`src/rtl/wb_master_bridge.sv`:
```
// Single-outstanding Wishbone master bridge: latches a request, drives one bus
// cycle, and handles ack/err/retry/timeout before returning a one-cycle pulse.
module wb_master_bridge #(
    parameter int DATA_W    = 32,
    parameter int ADR_W     = 32,
    parameter int SEL_W     = DATA_W / 8,
    parameter int TIMEOUT   = 16,
    parameter int MAX_RETRY = 2,
    parameter int RETRY_GAP = 2
) (
    input  logic              clk_i,
    input  logic              rst_ni,
    input  logic              wbm_req_i,
    input  logic              wbm_we_i,
    input  logic [ADR_W-1:0]  wbm_adr_i,
    input  logic [DATA_W-1:0] wbm_dat_i,
    input  logic [SEL_W-1:0]  wbm_sel_i,
    output logic [DATA_W-1:0] wbm_dat_o,
    output logic              wbm_ack_o,
    output logic              wbm_err_o,
    output logic              wbm_busy_o,
    input  logic [DATA_W-1:0] wbs_dat_i,
    input  logic              wbs_ack_i,
    input  logic              wbs_err_i,
    input  logic              wbs_rty_i,
    output logic              wbs_cyc_o,
    output logic              wbs_stb_o,
    output logic [ADR_W-1:0]  wbs_adr_o,
    output logic [DATA_W-1:0] wbs_dat_o,
    output logic [SEL_W-1:0]  wbs_sel_o,
    output logic              wbs_we_o
);
    // Zero-valued parameters would give zero-width counters; keep at least one bit.
    localparam int TMO_W = (TIMEOUT > 0)   ? $clog2(TIMEOUT + 1)   : 1;
    localparam int RTY_W = (MAX_RETRY > 0) ? $clog2(MAX_RETRY + 1) : 1;
    localparam int GAP_W = (RETRY_GAP > 1) ? $clog2(RETRY_GAP + 1) : 1;

    typedef enum logic [1:0] {IDLE, ACTIVE, BACKOFF, RESP} state_t;

    state_t            state_q, state_d;
    logic [ADR_W-1:0]  adr_q, adr_d;
    logic [DATA_W-1:0] wdat_q, wdat_d;
    logic [SEL_W-1:0]  sel_q, sel_d;
    logic              we_q, we_d;
    logic [DATA_W-1:0] rdat_q, rdat_d;
    logic              ack_q, ack_d;
    logic              err_q, err_d;
    logic [TMO_W-1:0]  tmo_q, tmo_d;
    logic [RTY_W-1:0]  rty_q, rty_d;
    logic [GAP_W-1:0]  gap_q, gap_d;

    always_ff @(posedge clk_i or negedge rst_ni) begin
        if (!rst_ni) begin
            state_q <= IDLE;
            adr_q   <= '0;
            wdat_q  <= '0;
            sel_q   <= '0;
            we_q    <= 1'b0;
            rdat_q  <= '0;
            ack_q   <= 1'b0;
            err_q   <= 1'b0;
            tmo_q   <= '0;
            rty_q   <= '0;
            gap_q   <= '0;
        end else begin
            state_q <= state_d;
            adr_q   <= adr_d;
            wdat_q  <= wdat_d;
            sel_q   <= sel_d;
            we_q    <= we_d;
            rdat_q  <= rdat_d;
            ack_q   <= ack_d;
            err_q   <= err_d;
            tmo_q   <= tmo_d;
            rty_q   <= rty_d;
            gap_q   <= gap_d;
        end
    end

    always_comb begin
        state_d = state_q;
        adr_d   = adr_q;
        wdat_d  = wdat_q;
        sel_d   = sel_q;
        we_d    = we_q;
        rdat_d  = rdat_q;
        ack_d   = 1'b0;
        err_d   = 1'b0;
        tmo_d   = tmo_q;
        rty_d   = rty_q;
        gap_d   = gap_q;
        case (state_q)
            IDLE: begin
                if (wbm_req_i) begin
                    adr_d   = wbm_adr_i;
                    wdat_d  = wbm_dat_i;
                    sel_d   = wbm_sel_i;
                    we_d    = wbm_we_i;
                    tmo_d   = '0;
                    rty_d   = '0;
                    state_d = ACTIVE;
                end
            end
            ACTIVE: begin
                if (wbs_err_i) begin
                    err_d   = 1'b1;
                    state_d = RESP;
                end else if (wbs_ack_i) begin
                    ack_d   = 1'b1;
                    if (!we_q) rdat_d = wbs_dat_i;
                    state_d = RESP;
                end else if (wbs_rty_i) begin
                    if (rty_q < RTY_W'(MAX_RETRY)) begin
                        rty_d   = rty_q + RTY_W'(1);
                        gap_d   = '0;
                        state_d = BACKOFF;
                    end else begin
                        err_d   = 1'b1;
                        state_d = RESP;
                    end
                end else begin
                    tmo_d = tmo_q + TMO_W'(1);
                    // Fires on the cycle the counter would reach TIMEOUT, so the
                    // bus stays up for exactly TIMEOUT cycles.
                    if ((TIMEOUT > 0) && (tmo_q == TMO_W'(TIMEOUT - 1))) begin
                        err_d   = 1'b1;
                        state_d = RESP;
                    end
                end
            end
            BACKOFF: begin
                if (gap_q == GAP_W'(RETRY_GAP - 1)) begin
                    tmo_d   = '0;
                    gap_d   = '0;
                    state_d = ACTIVE;
                end else begin
                    gap_d = gap_q + GAP_W'(1);
                end
            end
            RESP: begin
                tmo_d   = '0;
                rty_d   = '0;
                gap_d   = '0;
                state_d = IDLE;
            end
            default: state_d = IDLE;
        endcase
    end

    // cyc/stb decode straight from state so an async reset drops them at once.
    assign wbs_cyc_o  = (state_q == ACTIVE);
    assign wbs_stb_o  = (state_q == ACTIVE);
    assign wbs_adr_o  = adr_q;
    assign wbs_dat_o  = wdat_q;
    assign wbs_sel_o  = sel_q;
    assign wbs_we_o   = we_q;
    assign wbm_dat_o  = rdat_q;
    assign wbm_ack_o  = ack_q;
    assign wbm_err_o  = err_q;
    assign wbm_busy_o = (state_q != IDLE);

endmodule

```
`config.mk`:
```
export PLATFORM = sky130hd
export DESIGN_NAME = wb_master_bridge
export DESIGN_NICKNAME = d
export VERILOG_FILES = /design/src/rtl/wb_master_bridge.sv
export SDC_FILE = /design/constraint.sdc
export NUM_CORES = 1
export LEC_CHECK = 0
export ABC_AREA = 1
export CORE_MARGIN = 8
export CORE_UTILIZATION = 39
export CTS_BUF_LIST = sky130_fd_sc_hd__clkbuf_8
export DETAILED_ROUTE_END_ITERATION = 8
export PLACE_DENSITY = 0.86
export SLEW_MARGIN = 20
export SYNTH_ARGS = -nofsm -noshare
export SYNTH_HDL_FRONTEND = slang
export SYNTH_SLANG_ARGS = --single-unit
```
`constraint.sdc`:
```
create_clock -name clk_i -period 1.35 [get_ports clk_i]
set_input_delay 0.2025 -clock clk_i [delete_from_list [all_inputs] [get_ports clk_i]]
set_output_delay 0.2025 -clock clk_i [all_outputs]
set_load 0.01 [all_outputs]
```
After elaboration in Yosys (flattened, before gate mapping)
Cells that the tools add are included.

storage, ports and cells
  flip-flop bits (word level) = 114
  input bits = 107
  output and inout port bits = 106
  logic and storage cells = 75

operators by class
  add/sub/neg operators = 3
  order comparisons = 1
  equal/unequal tests = 13
  mux-type cells = 35
  bitwise logic cells = 2
  reductions and logical operators = 10

operators by type and width
  kind                                                              count
  2-bit two-way mux                                                 16
  5-bit two-way mux                                                 5
  5-bit case mux with 4 select lines                                1
  2-bit != test (second input constant)                             6
  2-bit case mux with 3 select lines                                2
  1-bit two-way mux                                                 10
  5-bit AND reduction                                               2
  2-bit case mux with 4 select lines                                1
  6-bit AND reduction                                               1
  3-bit nonzero test                                                2
  5-bit by 1-bit adder with 5-bit output (second input constant)    1
  5-bit by 4-bit == test with 1-bit output (second input constant)  1
  5-bit by 4-bit != test with 1-bit output (second input constant)  1
  2-bit by 1-bit adder with 2-bit output (second input constant)    2
  2-bit by 1-bit == test with 1-bit output (second input constant)  2
  2-bit == test (second input constant)                             2
  4-bit AND reduction                                               1
  3-bit AND reduction                                               1
  2-bit zero test                                                   1
  2-bit < comparator (second input constant)                        1
  2-bit by 1-bit != test with 1-bit output (second input constant)  1
  1-bit NOT                                                         2
  2-bit AND reduction                                               1
  2-bit nonzero test                                                1

Longest topological paths before layout
  depth after elaboration = 6
  gate-level depth with buffers = 8
  depth with buffers taken out = 8

Least setup slack after synthesis
OpenSTA, ideal clock, no wires.

  kind = register to register
  start = register tmo_q[0]
  end = register state_q[1]
  library setup time = 0.127 ns
  data arrival time = 1.312 ns
  required time = 1.223 ns
  path slack = -0.089 ns
  cell stages (with the launch flop) = 8
  buffers on the path = 0
  period minus slack after synthesis = 1.439 ns
  cell sequence = dfrtp_1 ha_1 nand2_1 nor2_1 ha_1 nor2_1 a21oi_1 or2_2

on the way
  cells in the longest elaborated chain, start to end = 3

RTL lines
  what                                                line  source
  from (decl)                                         48    logic [TMO_W-1:0] tmo_q, tmo_d;
  from (signal assigned)                              74    tmo_q <= tmo_d;
  5-bit by 4-bit == test with 1-bit output            125   if ((TIMEOUT > 0) && (tmo_q == TMO_W'(TIMEOUT - 1))) begin
  5-bit by 4-bit != test with 1-bit output (no line)  n/a
  3-bit AND reduction (no line)                       n/a
  to (signal assigned)                                66    state_q <= state_d;
  to (decl)                                           40    state_t state_q, state_d;

Every way passes these cells.
A chain may end at the register's enable or synchronous reset.

Worst setup path after layout
  start = register state_q[1]
  end = register rdat_q[7] (netlist: wbm_dat_o[7])

on the way
  cells in the longest elaborated chain, start to end = 2

RTL lines
  what                                      line  source
  2-bit by 1-bit == test with 1-bit output  92    case (state_q)
  4-bit AND reduction (no line)             n/a
  to (signal assigned)                      71    rdat_q <= rdat_d;
  to (decl)                                 45    logic [DATA_W-1:0] rdat_q, rdat_d;

Every way passes these cells.

==> metrics.csv <==
stage;metric;value;unit
finish;share of post-route cells with drive strength above 1;0.1853;
timing;highest clock rate;0.6899;GHz
min_path;Hold Crit Class;input pin to async pin;
synth;syn nets;641;
finish;Final nets;886;
run;max cap viols;0;
timing;final setup vio count;35;
timing;worst slew pin tran;0.4079;ns
critical_path;CP startpoint;state_q[1];
critical_path;critical path class;flop to flop;
route;WL final;15370;um
clock_tree;clock-pin transition on the worst setup and hold timing paths;0.07;ns
critical_path;Worst Path Arrival;1.76;ns
place;Final HPWL DP;10240;um
place;Routability Congestion;0.7732;
global_route;vias in the first global route;4322;
global_route;gr usage total;0.1724;
power;VDD IR max;0.8884;mV
clock_tree;clk sinks;114;
timing;post-layout min period;1.450;ns
synth;Mapped Cells;532;
synth;Synth Warn #;0;
clock_tree;Num CTS Buffers;17;
place;Placed Area;7253;um2
timing;Tcrit/Tclk final;1.074;
timing;final worst slack;-0.09950;ns
finish;Final Util;0.6491;
clock_tree;H-tree levels;4;
route;Via density;4.631;
route;drt first pass iters;4;
synth;sequential-to-total area share from yosys stat;0.5867;
finish;multi-input logic area;1733;um2
timing;fin. max-slew vios;0;
finish;FF/Latch Area;2853;um2
finish;filler instances;1038;
floorplan;Die Span X;127.7;um
power;P_leak;0.004136;uW
synth;Mapped Area;4862;um2
finish;Diodes inserted;0;
status;status;complete, but fails checks;
finish;Area growth, synth to finish;61.68;%
critical_path;required time worst endpoint;1.66;ns
critical_path;CP max FO;26;
route;Residual DRC;0;
power;pwr dens;2063;nW/um2
synth;Seq cells post-synth;114;
floorplan;Core Region;12110;um2
timing;clock skew;0.009010;ns
timing;Hold Fails Final Rpt;0;
critical_path;Critical Path End Type;flop;
floorplan;boundary pin count;213;
critical_path;startpoint class of the critical path;flop;
floorplan;die area;16300;um2
route;DR iter-0 viols;283;
floorplan;Starting Density;0.4014;
clock_tree;Clock Tree Root;clkbuf_8;
global_route;first-pass GRT wire length;22230;um
global_route;GRT overflow;0;
clock_tree;CTS tree;done;
finish;design area;7861;um2
status;failing checks;setup timing;
route;antenna viol nets, final;0;
route;WL/cell;16.07;um
critical_path;R2R Path Start;state_q[1];
place;Port Buffers;212;
route;Via Count;4427;
clock_tree;maximum clock path buffer count;2;
timing;setup TNS;-2.652;ns
synth;Mean Syn Cell Area;9.139;um2
floorplan;# rows;40;
synth;Netlist cell types;25;
timing;final hold slack;0.3175;ns
timing;relative slew slack;0.7280;
global_route;largest net degree at the start of global routing;70;
global_route;initial antenna violation count;0;
timing;unrepaired setup endpoints after global routing;yes;
clock_tree;Skew-Pair Late Insertion Delay;0.42;ns
floorplan;Die Ht;127.7;um
## where the power goes
| part | total, uW | switching [uW] | internal [uW] |
|---|---|---|---|
| registers | 5740 | 822 | 4920 |
| clock network | 2870 | 1270 | 1590 |
| logic | 7610 | 3990 | 3620 |
| total | 16200 | 6090 | 10100 |
## stage by stage
stage               total power [uW]  setup slack (ns)  instances
CTS                            15570           -0.1214        942
global route                   17330           -0.1578        956
floorplan                       9189           0.01760        532
detailed placement             13560           -0.1323        906
finish                         16220          -0.09950        956
global placement               13340           -0.1323        906
## cells by family after synthesis
kind of cell | Yosys count | share of synthesized area
and+or+nand+nor | 298 | 0.2604
DFF | 114 | 0.5867
buffers and inverters | 77 | 0.07952
AOI/OAI and AO/OA | 40 | 0.06639
adders and majority gates | 2 | 0.005146
xor gates and xnor gates | 1 | 0.001802
## worst max-delay path, cell delays in order, from the launching register on
cell and delay (ns):
dfrtp_1 0.41, buf_6 0.13, nor2_4 0.13, buf_6 0.12, buf_6 0.10, nand3_4 0.10, buf_12 0.20, nand2_1 0.08
o21ai_2 0.05
## cell type report
| type | count | share of cell area |
|---|---|---|
| inverter | 48 | 0.02451 |
| tap | 168 | 0.02674 |
| clock inverter | 9 | 0.008435 |
| sequential | 114 | 0.3629 |
| multi-input combinational | 342 | 0.2204 |
| timing repair buffer | 254 | 0.3202 |
| clock buffer | 21 | 0.03677 |
## repair_timing
item                                    CTS  global route
hold buffers                              1             0
buffers inserted                          5             6
cloned                                    0             9
resized for setup                       123            65
endpoints found under the hold margin   114             0
endpoints found under the setup margin  129           140
pin swaps                                 6             2
## cells in the mapped netlist
master,count,area share
ha_1,2,0.0051
nand2_1,203,0.16
dfrtp_1,114,0.59
a21oi_1,3,0.0031
inv_2,2,0.0015
nor2_4,1,0.0023
nor3_1,1,0.0010
nand3_1,75,0.077
o21ai_2,32,0.058
o21ai_1,1,0.0010
inv_1,45,0.035
buf_4,1,0.0015
buf_2,13,0.013
nand3_4,1,0.0036
xor2_1,1,0.0018
nor3b_2,1,0.0026
inv_4,1,0.0013
buf_6,10,0.023
nor2_1,11,0.0085
nand4_1,2,0.0026
o21ai_0,3,0.0031
a21boi_0,1,0.0015
nand2_4,2,0.0046
or2_2,1,0.0013
buf_1,5,0.0039
## worst paths after layout
check	to	slack, ns	cells past startpoint
worst max-delay path	wbm_dat_o[7]	-0.1	8
worst min-delay path	wbs_adr_o[7]	0.32	3
worst max register to register	wbm_dat_o[7]	-0.1	8
worst min register to register	wbs_adr_o[8]	0.47	2
max in group asynchronous	wbs_adr_o[22]	0.73	3
min in group clk_i	rty_q[0]	0.32	5
## placed cells by master (no fill, tap or decap), types with 9 or more instances in the layout
master             n
clkbuf_8          21
dlygate4sd2_1     75
nand2_2           18
o21ai_2           35
buf_4             24
dfrtp_1          114
buf_6              9
clkdlybuf4s15_1   27
inv_1             48
clkdlybuf4s50_1  104
nand2_1          184
nand3_1           74
## registers in the layout, summed over array words and instances (netlist names), 2 cells and up
signal	flops
wbs_dat_o	32
state_q	2
wbs_sel_o	4
wbm_dat_o	32
tmo_q	5
rty_q	2
wbs_adr_o	32
gap_q	2
## routing by layer
metal  track usage  vias to the layer above  wire [um]
li1              -                     2161          -
met1        0.1928                     2081       5892
met2        0.3006                      159       7925
met3       0.05075                       26       1162
met4       0.07203                        0        387
met5             0                        -          0
No activity file was read; power rests on OpenSTA's default activity.
